[config.mk]
export PLATFORM = sky130hd
export DESIGN_NAME = rgbc_window_averager_flat
export DESIGN_NICKNAME = d
export VERILOG_FILES = /design/src/rtl/rgbc_window_averager_if.sv /design/src/rtl/rgbc_window_averager.sv /design/src/flat_wrapper.sv
export SDC_FILE = /design/constraint.sdc
export NUM_CORES = 1
export LEC_CHECK = 0
export ABC_AREA = 0
export CORE_MARGIN = 2
export CORE_UTILIZATION = 45
export CTS_BUF_LIST = sky130_fd_sc_hd__clkbuf_16
export DETAILED_ROUTE_END_ITERATION = 8
export GPL_TIMING_DRIVEN = 0
export HOLD_SLACK_MARGIN = 0.05
export PLACE_DENSITY = 0.68
export SLEW_MARGIN = 20
export SYNTH_ARGS = -nofsm -noshare
export SYNTH_HDL_FRONTEND = slang
export SYNTH_SLANG_ARGS = --single-unit
[constraint.sdc]
create_clock -name clk_i -period 3.2 [get_ports clk_i]
set_clock_uncertainty 0.05 [all_clocks]
set_input_delay 0.32 -clock clk_i [delete_from_list [all_inputs] [get_ports clk_i]]
set_output_delay 0.32 -clock clk_i [all_outputs]
set_load 0.02 [all_outputs]
[src/rtl/rgbc_window_averager_if.sv]
// Sample and averaged-result bundle between the TCS34725 reader, the window
// averager and its consumers.
interface rgbc_window_averager_if #(
    parameter int LOG2_N = 2
);
    // data_valid and avg_valid are single-cycle strobes with no backpressure:
    // the payload fields are meaningful only in the cycle the strobe is high.
    logic [15:0]     red;
    logic [15:0]     green;
    logic [15:0]     blue;
    logic [15:0]     clear;
    logic            data_valid;
    logic            flush;

    logic [15:0]     avg_red;
    logic [15:0]     avg_green;
    logic [15:0]     avg_blue;
    logic [15:0]     avg_clear;
    logic            avg_valid;
    logic            avg_saturated;
    logic            stale;
    logic [LOG2_N:0] fill_count;

    modport master (
        output red, green, blue, clear, data_valid, flush,
        input  avg_red, avg_green, avg_blue, avg_clear,
        input  avg_valid, avg_saturated, stale, fill_count
    );

    modport slave (
        input  red, green, blue, clear, data_valid, flush,
        output avg_red, avg_green, avg_blue, avg_clear,
        output avg_valid, avg_saturated, stale, fill_count
    );
endinterface

[src/rtl/rgbc_window_averager.sv]
// Block averager for RGBC samples: non-overlapping windows of 2^LOG2_N samples,
// per-window saturation flag and a sticky stale flag on sensor silence.
module rgbc_window_averager #(
    parameter int          LOG2_N         = 2,
    parameter logic [15:0] SAT_LEVEL      = 16'hFFFF,
    parameter logic [23:0] TIMEOUT_CYCLES = 24'd1_200_000
) (
    input logic                    clk_i,
    input logic                    rst_i,
    rgbc_window_averager_if.slave  bus
);

    localparam int              AW        = 16 + LOG2_N;
    localparam logic [LOG2_N:0] LAST_FILL = (LOG2_N + 1)'((1 << LOG2_N) - 1);
    localparam logic [LOG2_N:0] FILL_ONE  = (LOG2_N + 1)'(1);
    localparam logic [23:0]     IDLE_MAX  = TIMEOUT_CYCLES - 24'd1;

    // Channel order in all arrays: 0 red, 1 green, 2 blue, 3 clear.
    logic [15:0]     sample [4];
    logic [AW-1:0]   sum    [4];
    logic [AW-1:0]   acc_q  [4];
    logic [AW-1:0]   acc_d  [4];
    logic [15:0]     avg_q  [4];
    logic [15:0]     avg_d  [4];

    logic [LOG2_N:0] fill_q, fill_d;
    logic            sat_seen_q, sat_seen_d;
    logic            avg_sat_q, avg_sat_d;
    logic            avg_valid_q, avg_valid_d;
    logic            stale_q, stale_d;
    logic [23:0]     idle_q, idle_d;

    logic            accept;
    logic            complete;
    logic            sample_sat;
    logic            timeout_hit;
    logic            discard;

    always_comb begin
        sample[0] = bus.red;
        sample[1] = bus.green;
        sample[2] = bus.blue;
        sample[3] = bus.clear;

        accept      = bus.data_valid & ~bus.flush;
        complete    = accept & (fill_q == LAST_FILL);
        sample_sat  = (bus.clear >= SAT_LEVEL);
        // Silence for the full timeout; a strobe in this cycle always wins.
        timeout_hit = ~bus.data_valid & (idle_q == IDLE_MAX);
        discard     = bus.flush | timeout_hit;

        for (int ch = 0; ch < 4; ch++) begin
            sum[ch] = acc_q[ch] + AW'(sample[ch]);
        end
    end

    always_comb begin
        for (int ch = 0; ch < 4; ch++) begin
            acc_d[ch] = acc_q[ch];
            avg_d[ch] = avg_q[ch];
        end
        fill_d      = fill_q;
        sat_seen_d  = sat_seen_q;
        avg_sat_d   = avg_sat_q;
        avg_valid_d = 1'b0;

        if (discard) begin
            for (int ch = 0; ch < 4; ch++) begin
                acc_d[ch] = '0;
            end
            fill_d     = '0;
            sat_seen_d = 1'b0;
        end else if (complete) begin
            // Truncating divide: drop the LOG2_N low bits of the full sum.
            for (int ch = 0; ch < 4; ch++) begin
                acc_d[ch] = '0;
                avg_d[ch] = sum[ch][AW-1:LOG2_N];
            end
            fill_d      = '0;
            sat_seen_d  = 1'b0;
            avg_sat_d   = sat_seen_q | sample_sat;
            avg_valid_d = 1'b1;
        end else if (accept) begin
            for (int ch = 0; ch < 4; ch++) begin
                acc_d[ch] = sum[ch];
            end
            fill_d     = fill_q + FILL_ONE;
            sat_seen_d = sat_seen_q | sample_sat;
        end
    end

    always_comb begin
        idle_d  = idle_q;
        stale_d = stale_q;
        if (bus.data_valid) begin
            idle_d  = '0;
            stale_d = 1'b0;
        end else begin
            if (idle_q != IDLE_MAX) begin
                idle_d = idle_q + 24'd1;
            end
            if (timeout_hit) begin
                stale_d = 1'b1;
            end
        end
    end

    always_ff @(posedge clk_i) begin
        if (!rst_i) begin
            for (int ch = 0; ch < 4; ch++) begin
                acc_q[ch] <= '0;
                avg_q[ch] <= '0;
            end
            fill_q      <= '0;
            sat_seen_q  <= 1'b0;
            avg_sat_q   <= 1'b0;
            avg_valid_q <= 1'b0;
            stale_q     <= 1'b0;
            idle_q      <= '0;
        end else begin
            for (int ch = 0; ch < 4; ch++) begin
                acc_q[ch] <= acc_d[ch];
                avg_q[ch] <= avg_d[ch];
            end
            fill_q      <= fill_d;
            sat_seen_q  <= sat_seen_d;
            avg_sat_q   <= avg_sat_d;
            avg_valid_q <= avg_valid_d;
            stale_q     <= stale_d;
            idle_q      <= idle_d;
        end
    end

    assign bus.avg_red       = avg_q[0];
    assign bus.avg_green     = avg_q[1];
    assign bus.avg_blue      = avg_q[2];
    assign bus.avg_clear     = avg_q[3];
    assign bus.avg_valid     = avg_valid_q;
    assign bus.avg_saturated = avg_sat_q;
    assign bus.stale         = stale_q;
    assign bus.fill_count    = fill_q;

endmodule

[src/flat_wrapper.sv]
// flat-port wrapper written by rule: the top's interface ports become plain ports
module rgbc_window_averager_flat 
#(
    parameter int          LOG2_N         = 2,
    parameter logic [15:0] SAT_LEVEL      = 16'hFFFF,
    parameter logic [23:0] TIMEOUT_CYCLES = 24'd1_200_000
)
  (clk_i, rst_i, bus_red, bus_green, bus_blue, bus_clear, bus_data_valid, bus_flush, bus_avg_red, bus_avg_green, bus_avg_blue, bus_avg_clear, bus_avg_valid, bus_avg_saturated, bus_stale, bus_fill_count);
  rgbc_window_averager_if #(.LOG2_N(LOG2_N)) bus_i ();
  input logic clk_i;
  input logic rst_i;
  input wire logic [$bits(bus_i.red)-1:0] bus_red;
  input wire logic [$bits(bus_i.green)-1:0] bus_green;
  input wire logic [$bits(bus_i.blue)-1:0] bus_blue;
  input wire logic [$bits(bus_i.clear)-1:0] bus_clear;
  input wire logic [$bits(bus_i.data_valid)-1:0] bus_data_valid;
  input wire logic [$bits(bus_i.flush)-1:0] bus_flush;
  output wire logic [$bits(bus_i.avg_red)-1:0] bus_avg_red;
  output wire logic [$bits(bus_i.avg_green)-1:0] bus_avg_green;
  output wire logic [$bits(bus_i.avg_blue)-1:0] bus_avg_blue;
  output wire logic [$bits(bus_i.avg_clear)-1:0] bus_avg_clear;
  output wire logic [$bits(bus_i.avg_valid)-1:0] bus_avg_valid;
  output wire logic [$bits(bus_i.avg_saturated)-1:0] bus_avg_saturated;
  output wire logic [$bits(bus_i.stale)-1:0] bus_stale;
  output wire logic [$bits(bus_i.fill_count)-1:0] bus_fill_count;
  assign bus_i.red = bus_red;
  assign bus_i.green = bus_green;
  assign bus_i.blue = bus_blue;
  assign bus_i.clear = bus_clear;
  assign bus_i.data_valid = bus_data_valid;
  assign bus_i.flush = bus_flush;
  assign bus_avg_red = bus_i.avg_red;
  assign bus_avg_green = bus_i.avg_green;
  assign bus_avg_blue = bus_i.avg_blue;
  assign bus_avg_clear = bus_i.avg_clear;
  assign bus_avg_valid = bus_i.avg_valid;
  assign bus_avg_saturated = bus_i.avg_saturated;
  assign bus_stale = bus_i.stale;
  assign bus_fill_count = bus_i.fill_count;
  rgbc_window_averager #(.LOG2_N(LOG2_N), .SAT_LEVEL(SAT_LEVEL), .TIMEOUT_CYCLES(TIMEOUT_CYCLES)) u_core (.clk_i(clk_i), .rst_i(rst_i), .bus(bus_i));
endmodule
==> results of run 1 <==
cell families after synthesis:
logic type | count (synthesis)
flops | 167
buf+inv | 77
simple gates | 405
compound gates | 336
fa+ha+maj | 71
xor+xnor | 73
mux | 2
tightest hold or removal path: cells and delay by family:
kind	cells	cell delay [ps]
and+or+nand+nor	1	170
AOI/OAI and AO/OA	1	60
buffers and inverters	1	140
final cells by class:
| type | count | area, sq um |
|---|---|---|
| fill | 1942 | 8680 |
| multi-input combinational | 887 | 5450 |
| sequential | 167 | 3340 |
| timing repair buffer | 134 | 1340 |
| clock buffer | 17 | 425 |
| tap | 270 | 338 |
| buffer | 52 | 220 |
| clock inverter | 15 | 153 |
| inverter | 25 | 93.8 |
metal layers:
metal	vias up	wire length, um	global-route usage
met5	-	0	0
met4	0	568	0.0791
met3	41	2050	0.0547
met2	317	12600	0.410
met1	4034	12600	0.349
li1	4352	-	-
worst paths after layout:
check / to / startpoint / depth (start not counted) / slack [ps]
setup reg to reg: u_core.avg_q[0][28]$_SDFFE_PN0P_ / u_core.bus.fill_count[0]$_SDFFE_PP0P_ / 8 / 170
setup / recovery: u_core.avg_q[0][28]$_SDFFE_PN0P_ / u_core.bus.fill_count[0]$_SDFFE_PP0P_ / 8 / 170
hold reg to reg: u_core.avg_q[0][38]$_SDFFE_PN0P_ / u_core.avg_q[0][38]$_SDFFE_PN0P_ / 2 / 410
hold / removal: u_core.acc_q[1][15]$_SDFFE_PP0P_ / rst_i / 3 / 250
report_power, final:
group          internal, uW  switching [uW]  leakage [uW]
registers              2120            23.6       0.00135
logic                   301             429       0.00266
clock network          1150             906      0.000281
total                  3570            1360       0.00429
cell usage after synthesis, drive strengths merged, types with 2 or more instances:
master and count:
a2111oi 2, a211o 3, a211oi 20, a21o 17
a21oi 130, a22o 2, a311oi 3, a31o 3
a31oi 10, a41oi 2, and2 4, and3 7
buf 13, clkbuf 39, dfxtp 167, fa 4
ha 67, inv 25, mux2i 2, nand2 165
nand2b 2, nand3 40, nand4 15, nor2 105
nor2b 9, nor3 17, nor3b 3, nor4 2
o211a 3, o211ai 11, o21a 16, o21ai 76
o21bai 6, o22ai 13, o2bb2ai 2, o31a 4
o31ai 3, o41ai 3, or2 4, or3 20
or4 7, xnor2 43, xor2 30
flip-flops by register name, summed over array words and instances (netlist names):
| register | count |
|---|---|
| u_core.acc_q | 72 |
| u_core.bus.fill_count | 3 |
| u_core.bus.avg_saturated | 1 |
| u_core.bus.stale | 1 |
| u_core.bus.avg_valid | 1 |
| u_core.avg_q | 64 |
| u_core.idle_q | 24 |
| u_core.sat_seen_q | 1 |
metrics by stage:
step	instance area (sq um)	hold WS, ps	setup slack [ps]	power (uW)	instances
3_5_place_dp	10800	399	-205	2900	1535
5_1_grt	11400	287	65.2	5110	1567
6_report	11400	252	172	4930	1567
2_1_floorplan	9100	388	623	2660	1131
4_1_cts	11400	244	54.3	4940	1567
3_3_place_gp	10800	384	-183	2890	1535
cells in the final DEF, fill, tap and decap left out, types with 20 or more instances in the layout:
| cell | Yosys | final |
|---|---|---|
| nor2_1 | 104 | 104 |
| nand2_1 | 165 | 165 |
| or3_1 | 20 | 20 |
| nand3_1 | 40 | 40 |
| a21oi_1 | 130 | 130 |
| inv_1 | 25 | 26 |
| xnor2_1 | 43 | 43 |
| ha_1 | 67 | 67 |
| clkdlybuf4s50_1 | 0 | 134 |
| dfxtp_1 | 167 | 167 |
| clkbuf_1 | 39 | 39 |
| o21ai_0 | 76 | 74 |
| a211oi_1 | 20 | 20 |
| xor2_1 | 30 | 30 |
timing repair:
action                     4_1_cts  5_1_grt
setup endpoints to repair        0       47
hold endpoints to repair         0        0
resized for setup                0        3
==> results.cfg, run 1 <==
[worst_setup_path]
end_kind = register
crit_fanout = 10
crit_chain = ha_1, ha_1, and3_1, clkbuf_1, clkbuf_1, buf_1, nand2_1, a21oi_1
start_kind = register
crit_required_ps = 3500
critPathTopFamily = buffers and inverters
timing.critical_path.slowest_cell_delay_ps = 660
cp.arrival_ps = 3330
crit_type = register to register
crit_buf_inv = 3
critPathSlowestCell = buf_1

[yosys]
avgSynthCellArea_sq_um = 8.05
ys_seq_elements = 167
ys_async_sr_fraction = 0
synth_compound_area_frac = 0.225
syn_inst = 1131
synth_edf_count = 0
yosys.area_share.simple = 0.200
synth_area_leader_cell = dfxtp_1
synthAdderAreaFrac = 0.101
synthMuxAreaShare = 0.00220
synth_cell_type_count = 61
yosysSeqAreaShare = 0.367
ys_warn_count = 0
synth.top_cell.area_share = 0.367
synth_xor_area_frac = 0.0703
netlist_area_sq_um = 9100
synthesis.nets = 1270
synth_top_family_by_area = compound AO/OA/AOI/OAI gates
synth_top_flop_cell = dfxtp_1
synth.top_cells.by_area = dfxtp_1 37%, ha_1 9.2%, a21oi_1 7.1%

[timing]
setup_viol = 0
period_minus_slack_ps = 3030
maxSlewHeadroom = 0.435
worstMarginPinSlew_ps = 839
rsz0062_at_grt = no
finalSetupTns_ps = 0
hold_violations = 0
fin_crit_sh = 0.946
slew_violations = 0
fmax_ghz = 0.330

[cts]
clkSinkCount = 167
cts_buffers = 17
ctsHtreeMaxLevel = 4
tritoncts = yes
insertion_delay_ps = 430
root_buffer = clkbuf_16
postCtsHoldBufs = 0
clkTransAtPathRegs_ps = 70
cts_max_path_buffers = 2
cts_setup_buffers = 0

[routing]
drtIter0Drc = 557
dr_total_vias = 8744
drtPass1Iterations = 5
drc = 0
wl_um = 27900
postRouteAntennaNets = 0
via_per_inst = 5.58
routedWlPerCell_um = 17.8

[global_route]
grt-ovfl-total = 0
grt_pass1_wl_um = 43100
antenna_found_initial = 0
track_usage = 0.257
first_global_vias = 8072
grt_start_max_net_pins = 17

[floorplanning]
num_rows = 52
die_w_um = 146
dieArea_sq_um = 21400
die_height_um = 146
ios = 138
start_util = 0.454
core_sq_um = 20000

[pwr]
power_leakage_uw = 0.00429
ir_drop_mv = 0.357
p_per_area_nw_per_um2 = 434

[placement]
port_buffers = 134
hpwlAfterDp_um = 20600
place.gp.congestion = 0.917

[finish]
nets = 1423
syn2layout_area_growth_pct = 24.9
drive_above_1_share = 0.0393
utilization = 0.567
diodes = 0

[status]
status = complete, no violations

[worst_hold_path]
hp-class = input port to register

[job]
maxCapViolCount = 0
(Power assumes the default switching activity.)
==> inputs of run 2 (changes only) <==
==> constraint.sdc (replaced) <==
create_clock -name clk_i -period 3.5 [get_ports clk_i]
set_clock_uncertainty 0.05 [all_clocks]
set_input_delay 0.35 -clock clk_i [delete_from_list [all_inputs] [get_ports clk_i]]
set_output_delay 0.35 -clock clk_i [all_outputs]
set_load 0.02 [all_outputs]
==> run 2 against run 1 <==
- via count about the same
- sequential share of layout area is essentially flat
- utilization is essentially flat
- combinational power shrank 8.6%
- flip-flop and latch count is the same
- total power decreased by 8.5%
- critical endpoint is now u_core.acc_q[0][7]$_SDFFE_PP0P_
==> results.cfg, run 2 (same netlist as run 1, synthesis figures left out) <==
[status]
status = complete, no violations

[routing]
drtPass1Iterations = 5
postRouteAntennaNets = 0
routedWlPerCell_um = 17.8
drc = 0
drtIter0Drc = 554
dr_total_vias = 8739
wl_um = 27900
via_per_inst = 5.58

[floorplanning]
die_height_um = 146
core_sq_um = 20000
ios = 138
die_w_um = 146
dieArea_sq_um = 21400
start_util = 0.454
num_rows = 52

[timing]
fmax_ghz = 0.311
maxSlewHeadroom = 0.445
slew_violations = 0
fin_ws_ps = 284
rsz0062_at_grt = no
finalSetupTns_ps = 0
worstMarginPinSlew_ps = 833
period_minus_slack_ps = 3220
fin_crit_sh = 0.919
setup_viol = 0
hold_violations = 0

[pwr]
internal-power_uw = 3260
power_uw = 4510
p_comb_frac = 0.148
swShare = 0.276
power_frac_seq = 0.434
ir_drop_mv = 0.325
pwr-share-clk = 0.418
p_switching_uw = 1240
power_leakage_uw = 0.00429
p_per_area_nw_per_um2 = 397

[job]
maxCapViolCount = 0

[global_route]
first_global_vias = 8072
grt_pass1_wl_um = 43100
grt-ovfl-total = 0
antenna_found_initial = 0
track_usage = 0.257
grt_start_max_net_pins = 17

[finish]
final_common_cell = dfxtp_1
top_register = u_core.acc_q
syn2layout_area_growth_pct = 24.8
drive_above_1_share = 0.0393
multi_input_area_sq_um = 5440
fill_cells = 1941
largest_reg_flops = 72
utilization = 0.567
nets = 1423
top_regs = u_core.acc_q: 72 flops, u_core.avg_q: 64 flops, u_core.idle_q: 24 flops
regArea_sq_um = 3340
stdcell_area_sq_um = 11400
layout_common_cells = 167 x dfxtp_1, 165 x nand2_1, 134 x clkdlybuf4s50_1
diodes = 0

[placement]
place.gp.congestion = 0.917
hpwlAfterDp_um = 20600
port_buffers = 134
place_area_sq_um = 10800
dp_slack_ps = 65.4

[cts]
ctsHtreeMaxLevel = 4
cts_max_path_buffers = 2
cts_setup_buffers = 0
postCtsHoldBufs = 0
tritoncts = yes
clkSinkCount = 167
clkTransAtPathRegs_ps = 70
cts_buffers = 17
cts_resized = 0
root_buffer = clkbuf_16
insertion_delay_ps = 430

[worst_setup_path]
r2r-end = u_core.acc_q[0][7]$_SDFFE_PP0P_
crit_type = register to register
reg2regPathDepth = 7
crit_required_ps = 3730
end_kind = register
crit_fanout = 10
cp.arrival_ps = 3440
r2r_start = u_core.idle_q[12]$_SDFFE_PP0P_
start_kind = register
reg2reg_setup_slack_ps = 280

[worst_hold_path]
holdPathEnd = u_core.acc_q[1][15]$_SDFFE_PP0P_
min_from = rst_i
worst_hold_path.num_cells = 3
hp-class = input port to register
[run 2: cell count changes in the layout (fill, tap and decap cells not counted)]
cell / previous run / this run
nor2_4: 1 / 0
o21ai_0: 74 / 76
o21ai_1: 2 / 0
nor2_2: 0 / 1
[run 2: worst max path at each step]
stage                                        start                               end  slack [ps]  cells after the start
global route        u_core.idle_q[12]$_SDFFE_PP0P_   u_core.acc_q[2][7]$_SDFFE_PP0P_         200                      7
finish              u_core.idle_q[12]$_SDFFE_PP0P_   u_core.acc_q[0][7]$_SDFFE_PP0P_         280                      7
detailed placement                    bus_green[0]  u_core.avg_q[0][30]$_SDFFE_PN0P_          70                     11
global placement                      bus_green[0]  u_core.avg_q[0][30]$_SDFFE_PN0P_          90                     11
CTS                 u_core.idle_q[12]$_SDFFE_PP0P_   u_core.acc_q[0][7]$_SDFFE_PP0P_         350                      7
floorplan           u_core.idle_q[12]$_SDFFE_PP0P_  u_core.acc_q[0][11]$_SDFFE_PP0P_         920                      9
[run 2: worst max-delay path: stages (launching register included)]
cell	delay, ps
dfxtp_1	340
or4b_1	510
or4_1	450
o41a_1	500
nor2b_4	170
nor2_2	510
buf_2	430
a211oi_1	90
[run 2: per-layer routing]
| layer | vias up | global-route usage | wire [um] |
|---|---|---|---|
| met5 | - | 0 | 0 |
| met4 | 0 | 0.0791 | 671 |
| met3 | 51 | 0.0547 | 2040 |
| met1 | 4040 | 0.349 | 12600 |
| met2 | 295 | 0.410 | 12600 |
| li1 | 4353 | - | - |
[run 2: layout make-up]
type / count / area share
plain buffers: 52 / 0.0194
well taps: 270 / 0.0297
flip-flops and latches: 167 / 0.294
inverters: 25 / 0.00826
multi-input cells: 887 / 0.479
repair buffers: 134 / 0.118
clock inverters: 15 / 0.0134
clock buffers: 17 / 0.0375
[run 2: metrics by stage]
step,hold WS (ps),std cells
2_1_floorplan,388,1131
3_3_place_gp,384,1535
3_5_place_dp,399,1535
4_1_cts,274,1567
5_1_grt,317,1567
6_report,288,1567
[run 2: power by group through the flow]
stage	Combinational (uW)	Sequential (uW)	Clock, uW
5_1_grt	732	1960	1980
3_3_place_gp	647	2000	0
6_report	667	1960	1880
4_1_cts	657	1960	1910
2_1_floorplan	436	1990	0
3_5_place_dp	653	2000	0
==> inputs of run 3 (changes only) <==
--- a/config.mk
+++ b/config.mk
@@ -13,6 +13,7 @@
 export GPL_TIMING_DRIVEN = 0
 export HOLD_SLACK_MARGIN = 0.05
 export PLACE_DENSITY = 0.68
+export SKIP_LAST_GASP = 1
 export SLEW_MARGIN = 20
 export SYNTH_ARGS = -nofsm -noshare
 export SYNTH_HDL_FRONTEND = slang
==> constraint.sdc (replaced) <==
create_clock -name clk_i -period 3.7 [get_ports clk_i]
set_clock_uncertainty 0.05 [all_clocks]
set_input_delay 0.37 -clock clk_i [delete_from_list [all_inputs] [get_ports clk_i]]
set_output_delay 0.37 -clock clk_i [all_outputs]
set_load 0.02 [all_outputs]
==> results of run 3 <==
The final DEF is identical to that of run 2. Status: complete, no violations.
Among the figures that moved: setup slack after placement 65.4 ps -> 245 ps; setup slack after layout 284 ps -> 484 ps; hold slack 288 ps -> 308 ps; register-to-register setup slack 280 ps -> 480 ps; total power 4510 uW -> 4260 uW; worst IR drop on VDD 0.325 mV -> 0.308 mV
